### config.mk
export PLATFORM = sky130hd
export DESIGN_NAME = wb_port_arbiter_flat
export DESIGN_NICKNAME = d
export VERILOG_FILES = /design/src/rtl/wb_port_arbiter_if.sv /design/src/rtl/wb_port_arbiter.sv /design/src/flat_wrapper.sv
export SDC_FILE = /design/constraint.sdc
export NUM_CORES = 1
export LEC_CHECK = 0
export ABC_AREA = 1
export CAP_MARGIN = 10
export CORE_ASPECT_RATIO = 0.5
export CORE_MARGIN = 2
export CORE_UTILIZATION = 54
export CTS_CLUSTER_DIAMETER = 40
export DETAILED_ROUTE_END_ITERATION = 8
export PLACE_DENSITY = 0.92
export RECOVER_POWER = 50
export SLEW_MARGIN = 20
export SYNTH_ARGS = -nofsm -noshare
export SYNTH_HDL_FRONTEND = slang
export SYNTH_SLANG_ARGS = --single-unit
export TNS_END_PERCENT = 10
### constraint.sdc
create_clock -name clk -period 2.7 [get_ports clk]
set_clock_uncertainty 0.1 [all_clocks]
set_input_delay 0.27 -clock clk [delete_from_list [all_inputs] [get_ports clk]]
set_output_delay 0.27 -clock clk [all_outputs]
set_load 0.05 [all_outputs]
### src/rtl/wb_port_arbiter_if.sv
// Writeback port bundle: pipeline result, long-latency result stream, register-file
// write port and the hazard busy mask.
interface wb_port_arbiter_if;
    logic        pipe_wb_valid;
    logic [4:0]  pipe_wb_rd;
    logic [31:0] pipe_wb_data;
    logic        pipe_stall;
    logic        lu_valid;
    logic [4:0]  lu_rd;
    logic [31:0] lu_data;
    logic        lu_ready;
    logic        rf_we;
    logic [4:0]  rf_waddr;
    logic [31:0] rf_wdata;
    logic [31:0] busy_mask;

    modport master (
        output pipe_wb_valid, pipe_wb_rd, pipe_wb_data, lu_valid, lu_rd, lu_data,
        input  pipe_stall, lu_ready, rf_we, rf_waddr, rf_wdata, busy_mask
    );

    modport slave (
        input  pipe_wb_valid, pipe_wb_rd, pipe_wb_data, lu_valid, lu_rd, lu_data,
        output pipe_stall, lu_ready, rf_we, rf_waddr, rf_wdata, busy_mask
    );
endinterface

### src/rtl/wb_port_arbiter.sv
// Arbitrates the single register-file write port between the pipeline writeback
// result and a FIFO of long-latency results, with starvation-forced drains and WAW kill.
module wb_port_arbiter #(
    parameter int DEPTH        = 4,
    parameter int STARVE_LIMIT = 3
) (
    input logic              clk,
    input logic              reset,
    wb_port_arbiter_if.slave bus
);
    localparam int PTR_W = (DEPTH > 1) ? $clog2(DEPTH) : 1;
    localparam int CNT_W = $clog2(DEPTH + 1);
    localparam int SC_W  = $clog2(STARVE_LIMIT + 1);

    logic [4:0]       rd_q   [DEPTH];
    logic [31:0]      data_q [DEPTH];
    logic [DEPTH-1:0] live_q;
    logic [PTR_W-1:0] head, tail;
    logic [CNT_W-1:0] count;
    logic [SC_W-1:0]  starve_cnt;

    logic        rf_we_p1;
    logic [4:0]  rf_waddr_p1;
    logic [31:0] rf_wdata_p1;

    logic pipe_req, fifo_req, force_drain, grant_pipe, grant_fifo;
    logic lu_ready, push, store, store_live;
    logic [31:0] busy;

    function automatic logic [SC_W-1:0] sat_inc(input logic [SC_W-1:0] x);
        return (x >= SC_W'(STARVE_LIMIT)) ? SC_W'(STARVE_LIMIT) : x + SC_W'(1);
    endfunction

    // Stage p0: request terms, grant priority and push decode
    always_comb begin
        pipe_req    = bus.pipe_wb_valid && (bus.pipe_wb_rd != 5'd0);
        fifo_req    = (count != '0);
        force_drain = fifo_req && (starve_cnt >= SC_W'(STARVE_LIMIT));
        grant_pipe  = !force_drain && pipe_req;
        grant_fifo  = force_drain || (!pipe_req && fifo_req);
        lu_ready    = (count < CNT_W'(DEPTH));
        push        = bus.lu_valid && lu_ready;
        store       = push && (bus.lu_rd != 5'd0);
        // A same-cycle pipeline write to the same rd supersedes the older long-latency result.
        store_live  = !(grant_pipe && (bus.pipe_wb_rd == bus.lu_rd));
    end

    always_comb begin
        busy = '0;
        for (int i = 0; i < DEPTH; i++) begin
            if (live_q[i]) busy[rd_q[i]] = 1'b1;
        end
        busy[0] = 1'b0;
    end

    always_ff @(posedge clk) begin
        if (store) begin
            rd_q[tail]   <= bus.lu_rd;
            data_q[tail] <= bus.lu_data;
        end
    end

    // Stage p1: registered write port and FIFO control state
    always_ff @(posedge clk) begin
        if (reset) begin
            rf_we_p1    <= 1'b0;
            rf_waddr_p1 <= '0;
            rf_wdata_p1 <= '0;
            head        <= '0;
            tail        <= '0;
            count       <= '0;
            starve_cnt  <= '0;
            live_q      <= '0;
        end else begin
            if (grant_pipe) begin
                rf_we_p1    <= 1'b1;
                rf_waddr_p1 <= bus.pipe_wb_rd;
                rf_wdata_p1 <= bus.pipe_wb_data;
                starve_cnt  <= fifo_req ? sat_inc(starve_cnt) : '0;
                for (int i = 0; i < DEPTH; i++) begin
                    if (rd_q[i] == bus.pipe_wb_rd) live_q[i] <= 1'b0;
                end
            end else if (grant_fifo) begin
                rf_we_p1    <= live_q[head];
                rf_waddr_p1 <= rd_q[head];
                rf_wdata_p1 <= data_q[head];
                starve_cnt  <= '0;
                live_q[head] <= 1'b0;
                head        <= head + PTR_W'(1);
            end else begin
                rf_we_p1 <= 1'b0;
            end
            if (store) begin
                live_q[tail] <= store_live;
                tail         <= tail + PTR_W'(1);
            end
            count <= count + CNT_W'(store) - CNT_W'(grant_fifo);
        end
    end

    assign bus.pipe_stall = force_drain;
    assign bus.lu_ready   = lu_ready;
    assign bus.busy_mask  = busy;
    assign bus.rf_we      = rf_we_p1;
    assign bus.rf_waddr   = rf_waddr_p1;
    assign bus.rf_wdata   = rf_wdata_p1;
endmodule

### src/flat_wrapper.sv
// flat-port wrapper written by rule: the top's interface ports become plain ports
module wb_port_arbiter_flat 
#(
    parameter int DEPTH        = 4,
    parameter int STARVE_LIMIT = 3
)
  (clk, reset, bus_pipe_wb_valid, bus_pipe_wb_rd, bus_pipe_wb_data, bus_lu_valid, bus_lu_rd, bus_lu_data, bus_pipe_stall, bus_lu_ready, bus_rf_we, bus_rf_waddr, bus_rf_wdata, bus_busy_mask);
  wb_port_arbiter_if bus_i ();
  input logic clk;
  input logic reset;
  input wire logic [$bits(bus_i.pipe_wb_valid)-1:0] bus_pipe_wb_valid;
  input wire logic [$bits(bus_i.pipe_wb_rd)-1:0] bus_pipe_wb_rd;
  input wire logic [$bits(bus_i.pipe_wb_data)-1:0] bus_pipe_wb_data;
  input wire logic [$bits(bus_i.lu_valid)-1:0] bus_lu_valid;
  input wire logic [$bits(bus_i.lu_rd)-1:0] bus_lu_rd;
  input wire logic [$bits(bus_i.lu_data)-1:0] bus_lu_data;
  output wire logic [$bits(bus_i.pipe_stall)-1:0] bus_pipe_stall;
  output wire logic [$bits(bus_i.lu_ready)-1:0] bus_lu_ready;
  output wire logic [$bits(bus_i.rf_we)-1:0] bus_rf_we;
  output wire logic [$bits(bus_i.rf_waddr)-1:0] bus_rf_waddr;
  output wire logic [$bits(bus_i.rf_wdata)-1:0] bus_rf_wdata;
  output wire logic [$bits(bus_i.busy_mask)-1:0] bus_busy_mask;
  assign bus_i.pipe_wb_valid = bus_pipe_wb_valid;
  assign bus_i.pipe_wb_rd = bus_pipe_wb_rd;
  assign bus_i.pipe_wb_data = bus_pipe_wb_data;
  assign bus_i.lu_valid = bus_lu_valid;
  assign bus_i.lu_rd = bus_lu_rd;
  assign bus_i.lu_data = bus_lu_data;
  assign bus_pipe_stall = bus_i.pipe_stall;
  assign bus_lu_ready = bus_i.lu_ready;
  assign bus_rf_we = bus_i.rf_we;
  assign bus_rf_waddr = bus_i.rf_waddr;
  assign bus_rf_wdata = bus_i.rf_wdata;
  assign bus_busy_mask = bus_i.busy_mask;
  wb_port_arbiter #(.DEPTH(DEPTH), .STARVE_LIMIT(STARVE_LIMIT)) u_core (.clk(clk), .reset(reset), .bus(bus_i));
endmodule
==> results of run 1 <==
[report_power, final]
group,internal [W],switching [W]
Combinational,0.00110,0.00245
Clock,0.00138,0.00111
Sequential,0.00379,0.000254
[synthesized netlist by cell type (all sizes together)]
cell type,number,area [um2]
nand2,161,609
nor2,155,582
edfxtp,148,4440
o21ai,121,606
inv,70,263
nand3,64,350
dfxtp,53,1060
o22ai,35,219
a21oi,32,160
o221ai,29,254
buf,27,166
clkbuf,23,87.6
o22a,20,175
ha,10,125
nor3,9,45.0
xnor2,9,78.8
nand4,4,25.0
a22oi,3,22.5
a2bb2oi,1,8.76
conb,1,3.75
fa,1,20.0
nand3b,1,7.51
o2111ai,1,8.76
xor2,1,8.76
[flip-flops by register name (all words and copies together), names as in the netlist, named ones only]
| signal | count |
|---|---|
| u_core.count | 3 |
| u_core.starve_cnt | 2 |
| u_core.data_q | 128 |
| u_core.tail | 2 |
| u_core.rd_q | 20 |
| u_core.live_q | 4 |
| u_core.bus.rf_we | 1 |
| u_core.bus.rf_waddr | 5 |
| u_core.head | 2 |
| u_core.bus.rf_wdata | 32 |
[worst register-to-register path, stage by stage, from the launching register on]
cell and delay (ns):
dfxtp_1 0.35, inv_2 0.11, nand3_4 0.14, nand2_2 0.14
nand3_4 0.07, nand2_1 0.08, inv_1 0.05, ha_1 0.27
inv_1 0.05, ha_1 0.19, fa_1 0.38, inv_1 0.09
o21ai_0 0.11, a21oi_1 0.14
[final cells by class]
type / count / area (um2) / share of cell area (%)
antenna: 4 / 10.0 / 0.0864
sequential: 201 / 5510 / 47.5
timing repair buffer: 176 / 1650 / 14.3
multi-input combinational: 658 / 3310 / 28.6
clock inverter: 7 / 36.3 / 0.313
tap: 227 / 284 / 2.45
clock buffer: 25 / 529 / 4.57
inverter: 70 / 263 / 2.27
[logic make-up after synthesis]
kind of cell / count (synthesis) / share of synthesized area [%]
other: 1 / 0.0402
adders and majority gates: 11 / 1.56
buffers and inverters: 120 / 5.54
and+or+nand+nor: 394 / 17.4
AOI/OAI and AO/OA: 242 / 15.6
xor gates and xnor gates: 10 / 0.939
DFF: 201 / 59.0
[stage by stage]
stage / worst slack [ns] / area (um2)
after floorplan: 0.272 / 9330
after global placement: 0.289 / 11100
after detailed placement: 0.205 / 11100
after CTS: 0.236 / 11600
after global routing: 0.142 / 11600
final: 0.214 / 11600
[worst max path at each step]
stage                                startpoint                         end  slack, ns  cells past startpoint
detailed placement            bus_pipe_wb_rd[4]  u_core.count[2]$_SDFF_PP0_       0.21                     13
global route        u_core.rd_q[1][1]$_DFFE_PP_            bus_busy_mask[6]       0.14                      7
global placement              bus_pipe_wb_rd[4]  u_core.count[2]$_SDFF_PP0_       0.29                     13
finish              u_core.rd_q[2][0]$_DFFE_PP_            bus_busy_mask[8]       0.21                      4
floorplan            u_core.count[2]$_SDFF_PP0_  u_core.count[2]$_SDFF_PP0_       0.27                     14
CTS                  u_core.count[2]$_SDFF_PP0_              bus_pipe_stall       0.24                      5
[metal layers]
metal	share of wire, %	track usage [%]	vias up
met5	0	0	-
met4	4.9	13.8	0
met3	9.4	5.15	132
met2	48	52.0	602
met1	38	40.1	4019
li1	-	-	3737
==> results.yml, run 1 <==
floorplan:
  chipHeight_um: 97.0
  die-area_um2: 18400
  rows: 33
  start_util_pct: 56.1
  die_x_um: 190
  num_io_pins: 150
  coreArea_um2: 16600
job:
  cap_violations: 0
timing:
  max_slew.worst_pin.slew_ns: 1.03
  max_slew_margin_pct: 31.3
  rsz0062_at_grt: "no"
  fin_crit_ns: 2.49
  fin_tns_setup_ns: 0
  hold_viol: 0
  setup_viol: 0
  timing.final.crit_share_pct: 92.1
  fin_hold_ws_ns: 0.358
  max_freq_mhz: 402
  slew_viol_final: 0
detailed_routing:
  drt-total-wl_mm: 28.9
  dr.pass1.iters: 5
  ant_nets: 0
  vias_per_cell: 6.21
  avgRoutedWirePerCell_um: 21.1
  drt_iter0_markers: 1105
  remaining_drc_errors: 0
  vias: 8490
min_path:
  hold_depth: 5
  hp-class: "input pin to flop"
  hp-start: "bus_pipe_wb_data[17]"
  whs_endpoint: "u_core.bus.rf_wdata[17]$_SDFFE_PP0P_"
clock_network:
  cts_root_buf: "clkbuf_16"
  insertion_delay_ns: 0.49
  htreeDepth: 1
  cts.sinks: 201
  clockBufferDepth: 3
  clkTransAtPathRegs_ns: 0.07
  post_cts_buffers: 0
  cts-buffers-inserted: 19
  holdBufCountCts: 0
  cts_tree: "built"
  cts_resized: 0
place:
  dp_cells: 1332
  io_buffer_count: 148
  hpwl_mm: 18.5
  place_congestion: 0.962
critical_path:
  crit_family: "flip-flops"
  critical_path.cell_chain: "inv_1, nand3_1, o221ai_1, buf_4"
  arrival_ns: 2.12
  reg2reg_depth: 13
  critical_path_required_ns: 2.33
  r2r-end: "u_core.count[2]$_SDFF_PP0_"
  worst-path-max-fanout: 7
  critPathKind: "flop to output pin"
  slowest_delay_ns: 0.45
  cp-start-kind: "flop"
  crit_slowest_cell: "edfxtp_1"
  timing.rr.start: "u_core.count[1]$_SDFF_PP0_"
  cp_num_buf_inv: 2
  worst_setup_path_end_kind: "output pin"
  regToRegSetupSlack_ns: 0.37
cells_and_area:
  mostFrequentLayoutCell: "nand2_1"
  instances_no_fill: 1368
  synthToLayoutAreaGrowth_pct: 24.2
  layout-drive-gt1-share_pct: 8.09
  final_cell_mix: "nand2_1 (159), nor2_1 (155), edfxtp_1 (148)"
  finalNetCount: 1215
  n_fill_cell: 1103
  final_util_pct: 69.7
synthesis:
  syn-cell-area_um2: 9330
  ys_warn_count: 0
  ys_types: 32
  ys_ff_latch: 201
  synth_cells: 979
  synth.avg_cell_area_um2: 9.53
  synth_nets: 1068
  ys_seq_area_share_pct: 59.0
power:
  finalPower_w: 0.0101
  p_leak_nw: 4.45
  power_density_nw_per_um2: 869
  max-vdd-ir-drop_mv: 0.600
global_route:
  grt_max_degree: 85
  grt_first_pass_wirelength_mm: 45.1
  grt_usage_pct: 31.1
  first_global_vias: 8240
  overflow: 0
  antenna_found_initial: 4
run_status:
  outcome: "completed"
No activity file was read; power rests on OpenSTA's default activity.
==> run 2, diff against run 1 <==
--- a/config.mk
+++ b/config.mk
@@ -6,7 +6,6 @@
 export NUM_CORES = 1
 export LEC_CHECK = 0
 export ABC_AREA = 1
-export CAP_MARGIN = 10
 export CORE_ASPECT_RATIO = 0.5
 export CORE_MARGIN = 2
 export CORE_UTILIZATION = 54
==> results of run 2 <==
Final layout, timing and power as in run 1 (identical DEF).
